**src/rtl/mips_fetch_pkg.sv**
```systemverilog
// Shared constants for the instruction fetch queue: redirect source encodings
// and default reset/step values for the PC.
package mips_fetch_pkg;

    localparam logic [2:0] PC_SRC_SEQ    = 3'b000;
    localparam logic [2:0] PC_SRC_BRANCH = 3'b001;
    localparam logic [2:0] PC_SRC_JUMP   = 3'b010;
    localparam logic [2:0] PC_SRC_REG    = 3'b100;

    localparam int unsigned DEFAULT_RESET_PC = 0;
    localparam int unsigned DEFAULT_PC_STEP  = 1;

endpackage

```
**src/rtl/fetch_fifo.sv**
```systemverilog
// Small FIFO holding {instruction, pc} pairs between instruction memory and decode.
// Head is read combinationally; clear empties the queue in one cycle.
module fetch_fifo #(
    parameter int WIDTH = 64,
    parameter int DEPTH = 4,
    localparam int AW = $clog2(DEPTH),
    localparam int CW = AW + 1
) (
    input  logic             clk,
    input  logic             rst_n,
    input  logic             push,
    input  logic             pop,
    input  logic             clear,
    input  logic [WIDTH-1:0] push_data,
    output logic [WIDTH-1:0] head_data,
    output logic [CW-1:0]    count,
    output logic             empty,
    output logic             full
);

    logic [WIDTH-1:0] mem_q [DEPTH];
    logic [WIDTH-1:0] mem_d [DEPTH];
    logic [AW-1:0]    wr_ptr_q, wr_ptr_d;
    logic [AW-1:0]    rd_ptr_q, rd_ptr_d;
    logic [CW-1:0]    count_q, count_d;

    always_comb begin
        mem_d    = mem_q;
        wr_ptr_d = wr_ptr_q;
        rd_ptr_d = rd_ptr_q;
        count_d  = count_q;
        if (clear) begin
            wr_ptr_d = '0;
            rd_ptr_d = '0;
            count_d  = '0;
        end else begin
            if (push) begin
                mem_d[wr_ptr_q] = push_data;
                wr_ptr_d        = wr_ptr_q + 1'b1;
            end
            if (pop) begin
                rd_ptr_d = rd_ptr_q + 1'b1;
            end
            if (push && !pop) begin
                count_d = count_q + 1'b1;
            end else if (!push && pop) begin
                count_d = count_q - 1'b1;
            end
        end
    end

    // Storage is reset too so the head reads zero straight out of reset.
    always_ff @(posedge clk or negedge rst_n) begin
        if (!rst_n) begin
            mem_q    <= '{default: '0};
            wr_ptr_q <= '0;
            rd_ptr_q <= '0;
            count_q  <= '0;
        end else begin
            mem_q    <= mem_d;
            wr_ptr_q <= wr_ptr_d;
            rd_ptr_q <= rd_ptr_d;
            count_q  <= count_d;
        end
    end

    assign head_data = mem_q[rd_ptr_q];
    assign count     = count_q;
    assign empty     = (count_q == '0);
    assign full      = (count_q == CW'(DEPTH));

endmodule

```
**src/rtl/instruction_fetch_queue.sv**
```systemverilog
// Fetch stage: PC generation, 1-cycle-latency instruction memory interface and a
// decoupling queue toward decode, with squash of wrong-path words on redirect.
module instruction_fetch_queue
    import mips_fetch_pkg::*;
#(
    parameter int             len      = 32,
    parameter int             DEPTH    = 4,
    parameter logic [len-1:0] RESET_PC = len'(DEFAULT_RESET_PC),
    parameter logic [len-1:0] PC_STEP  = len'(DEFAULT_PC_STEP)
) (
    input  logic           clk,
    input  logic           reset,
    input  logic [2:0]     in_pc_src,
    input  logic [len-1:0] in_pc_jump,
    input  logic [len-1:0] in_pc_branch,
    input  logic [len-1:0] in_pc_register,
    output logic           out_imem_en,
    output logic [len-1:0] out_imem_addr,
    input  logic [len-1:0] in_imem_data,
    output logic           out_valid,
    input  logic           in_ready,
    output logic [len-1:0] out_instruction,
    output logic [len-1:0] out_pc,
    output logic [len-1:0] out_pc_next
);

    localparam int CW = $clog2(DEPTH) + 1;

    logic [len-1:0]   pc_q, pc_d;
    logic [len-1:0]   issued_pc_q, issued_pc_d;
    logic             inflight_q, inflight_d;
    logic             redirect, issue, push, pop;
    logic [len-1:0]   target;
    logic [CW-1:0]    fifo_count;
    logic             fifo_empty, fifo_full;
    logic [2*len-1:0] head;

    always_comb begin
        redirect = (in_pc_src != PC_SRC_SEQ);
        // Later assignments win: register > jump > branch.
        target = pc_q;
        if (|(in_pc_src & PC_SRC_BRANCH)) target = in_pc_branch;
        if (|(in_pc_src & PC_SRC_JUMP))   target = in_pc_jump;
        if (|(in_pc_src & PC_SRC_REG))    target = in_pc_register;

        // Credit counts queued plus in-flight words; a same-cycle pop earns nothing.
        issue = reset && !redirect && ((fifo_count + CW'(inflight_q)) < CW'(DEPTH));
        push  = inflight_q && !redirect;
        out_valid = !fifo_empty && !redirect;
        pop   = out_valid && in_ready;

        pc_d        = pc_q;
        issued_pc_d = issued_pc_q;
        inflight_d  = issue;
        if (redirect) begin
            pc_d = target;
        end else if (issue) begin
            pc_d        = pc_q + PC_STEP;
            issued_pc_d = pc_q;
        end
    end

    always_ff @(posedge clk or negedge reset) begin
        if (!reset) begin
            pc_q        <= RESET_PC;
            issued_pc_q <= '0;
            inflight_q  <= 1'b0;
        end else begin
            pc_q        <= pc_d;
            issued_pc_q <= issued_pc_d;
            inflight_q  <= inflight_d;
        end
    end

    fetch_fifo #(
        .WIDTH (2 * len),
        .DEPTH (DEPTH)
    ) u_fifo (
        .clk       (clk),
        .rst_n     (reset),
        .push      (push),
        .pop       (pop),
        .clear     (redirect),
        .push_data ({in_imem_data, issued_pc_q}),
        .head_data (head),
        .count     (fifo_count),
        .empty     (fifo_empty),
        .full      (fifo_full)
    );

    no_overflow_a: assert property (@(posedge clk) disable iff (!reset) !(push && fifo_full));

    assign out_imem_en     = issue;
    assign out_imem_addr   = pc_q;
    assign out_instruction = head[2*len-1:len];
    assign out_pc          = head[len-1:0];
    assign out_pc_next     = head[len-1:0] + PC_STEP;

endmodule

```
**config.mk**
```make
export PLATFORM = sky130hd
export DESIGN_NAME = instruction_fetch_queue
export DESIGN_NICKNAME = d
export VERILOG_FILES = /design/src/rtl/mips_fetch_pkg.sv /design/src/rtl/fetch_fifo.sv /design/src/rtl/instruction_fetch_queue.sv
export SDC_FILE = /design/constraint.sdc
export NUM_CORES = 1
export LEC_CHECK = 0
export BUFFER_PORTS_ARGS = -buffer_cell sky130_fd_sc_hd__clkbuf_2
export CORE_MARGIN = 2
export CORE_UTILIZATION = 55
export DETAILED_ROUTE_END_ITERATION = 10
export PLACE_DENSITY = 0.87
export SLEW_MARGIN = 20
export SYNTH_ARGS = -nofsm -noshare
export SYNTH_HDL_FRONTEND = slang
export SYNTH_HIERARCHICAL = 1
export SYNTH_SLANG_ARGS = --single-unit
```
**constraint.sdc**
```tcl
create_clock -name clk -period 2.7 [get_ports clk]
set_input_delay 0 -clock clk [delete_from_list [all_inputs] [get_ports clk]]
set_output_delay 0 -clock clk [all_outputs]
set_load 0.03 [all_outputs]
```
==> metrics <==
Yosys warnings 6; Area Growth Syn to Fin 25.3%; R2R Setup Slk 0.14 ns; crit path max fanout 7; crit path max-delay cell type dfrtp_4; Die Wd 180 um; combinational share of power about a tenth; Fmax ~0.33 GHz; CTS tree built; Die Y 180 um; Port-buffer cells 263; Initial Util about 56%; H-tree depth 2; placed insts ~1800; Switching Power 3020 uW; Core ar. a little over 30000 um^2; row count 64; Final Max Slew Viols 0; Worst Hold Endpoint out_imem_addr[13]; Setup TNS Final -3.71 ns; static leakage 0.0108 uW; status finished with violations; Fin. Hold Viols 0; metal2 WL around 23000 um; syn_nets 1278; Critical R2R Capture out_imem_addr[31]; RSZ-0062 raised after global routing yes; Power Dens Cells 562 nW/um^2; Sequential Area slightly above 8000 um^2; Hold Crit Start in_pc_jump[13]; CP bufs+invs 3; remaining antenna violation count 0; Req. time, crit path 2.70 ns; n_diodes 0; GRT Overall Usage between 20 and 30%; Post-Place Cell Area approximately 19000 um^2; critical path's top delay family simple AND/OR/NAND/NOR gates; min cycle time layout between 3 and 4 ns; commonest non-fill, non-tap cell in the layout dfrtp_1; layout cells sized above 1 50.7%; Placer Congestion 0.920; register share of total power 45.7%; CP startpoint kind flop; Final Cycle Share 112%; type of the most critical hold path input pin to flop; CTS buffer count 37; Final Instance Area roughly 21000 um^2; Multi-input gate area between 8000 and 9000 um^2; most frequent cells in the layout 326 x dfrtp_1, 241 x mux2_4, 238 x clkbuf_2, 89 x dlygate4sd3_1, 74 x buf_4; clk sinks around 330; vias in the first global route 12600; initial antenna violation count 0; Post-Syn Instances 1137; Non-Filler Instances 1961; crit path DAT 3.02 ns; clock root buffer clkbuf_16; Post-Place Setup Slack 0.0579 ns; fin nets 1678; Critical R2R Launch out_imem_addr[12]; Setup Skew 0.0204 ns; first-pass GRT wire length 71700 um; Post-Route WL 45600 um; max incr delay on CP roughly 0.53 ns; M1 WL ~18000 um; Via density between 5 and 6; router iterations before antenna repair 5; setup violators final 18; die area 32400 um^2; synthesized area ~17000 um^2; DRC viols 0; vias 11700; total congestion overflow 0; worst setup path class flop to primary output; DRT iter0 DRCs 740; relative slew slack 41.3%; # fillers 1956; post-route setup slack -0.316 ns; cell-internal power 8980 uW; Worst VDD drop 0.379 mV; Syn Area/Cell approximately 15 um^2; met3 WL 2630 um; Worst-Margin Slew 0.880 ns; max cap viols 0; Reg clk slew, reported paths 0.06 ns; WL/cell 23.2 um; most frequent CP cell buf_4; largest net degree at the start of global routing 166; Top Layer Used met4; CTS Buffer Depth 3; failing checks negative setup slack; Hold Crit Depth 4; Critical Path End Type primary output; hpwl dp 28100 um; CP Cell Sequence buf_4, buf_12, mux4_2, and4_4, nand3_4, nor3_4, and3_1, xor2_1, buf_4; path depth of the worst reg2reg path 6; Switching Fraction 25.2%; clk_lat worst skew 0.51 ns; Clk network pwr share ~44%; IO Count 264
cell type report:
class	count	area share (%)
clock buffers	53	5.14
inverters	14	0.246
well taps	396	2.32
multi-input cells	729	38.6
repair buffers	427	14.3
clock inverters	14	0.972
flip-flops and latches	328	38.4
tightest hold or removal path, delay by kind of cell:
family,cells,cell delay (ns)
AOI/OAI and AO/OA,2,0.31
buffers and inverters,1,0.08
and+or+nand+nor,1,0.11
state kept, by name (all words and copies together) (netlist names):
signal	count
u_fifo/count	3
issued_pc_q	32
out_imem_addr	32
u_fifo/rd_ptr_q	2
u_fifo/wr_ptr_q	2
u_fifo/mem_q	256
inflight_q	1
power groups by stage:
stage	logic (uW)	registers (uW)	clock network (uW)
after floorplan	520	5520	0
after global placement	1030	5530	0
after detailed placement	1060	5560	0
after CTS	1190	5470	5390
after global routing	1300	5510	5600
final	1210	5480	5310
per-layer routing:
layer	global-route usage, %	vias up
met5	0	-
met4	11.4	0
met3	4.06	141
met2	47.7	598
met1	35.0	5978
li1	-	5029
repair_timing:
item,CTS,global route
endpoints found under the setup margin,54,53
hold buffers,89,0
buffers inserted,9,12
gates resized for setup,24,89
pin swaps,4,21
endpoints found under the hold margin,488,0
cloned,1,0
stage by stage:
step,total power (uW),hold WS (ns),util (%)
final,12000,0.0394,69.9
after global routing,12400,0.0744,69.9
after CTS,12000,0.0107,68.9
after detailed placement,6620,-0.195,61.1
after global placement,6560,-0.195,61.1
after floorplan,6040,-0.296,-
worst max-delay path by stage:
stage | start | slack (ns) | endpoint | cells past startpoint
floorplan | u_fifo/rd_ptr_q[0] | 0.02 | out_pc_next[19] | 8
global placement | u_fifo/rd_ptr_q[0] | 0.11 | out_pc_next[31] | 8
detailed placement | u_fifo/rd_ptr_q[0] | 0.06 | out_pc_next[31] | 8
CTS | u_fifo/rd_ptr_q[0] | -0.27 | out_pc_next[20] | 10
global route | u_fifo/rd_ptr_q[0] | -0.42 | out_pc_next[27] | 9
finish | u_fifo/rd_ptr_q[0] | -0.32 | out_pc_next[27] | 9
Note: power is estimated with default switching activity, not from simulation.
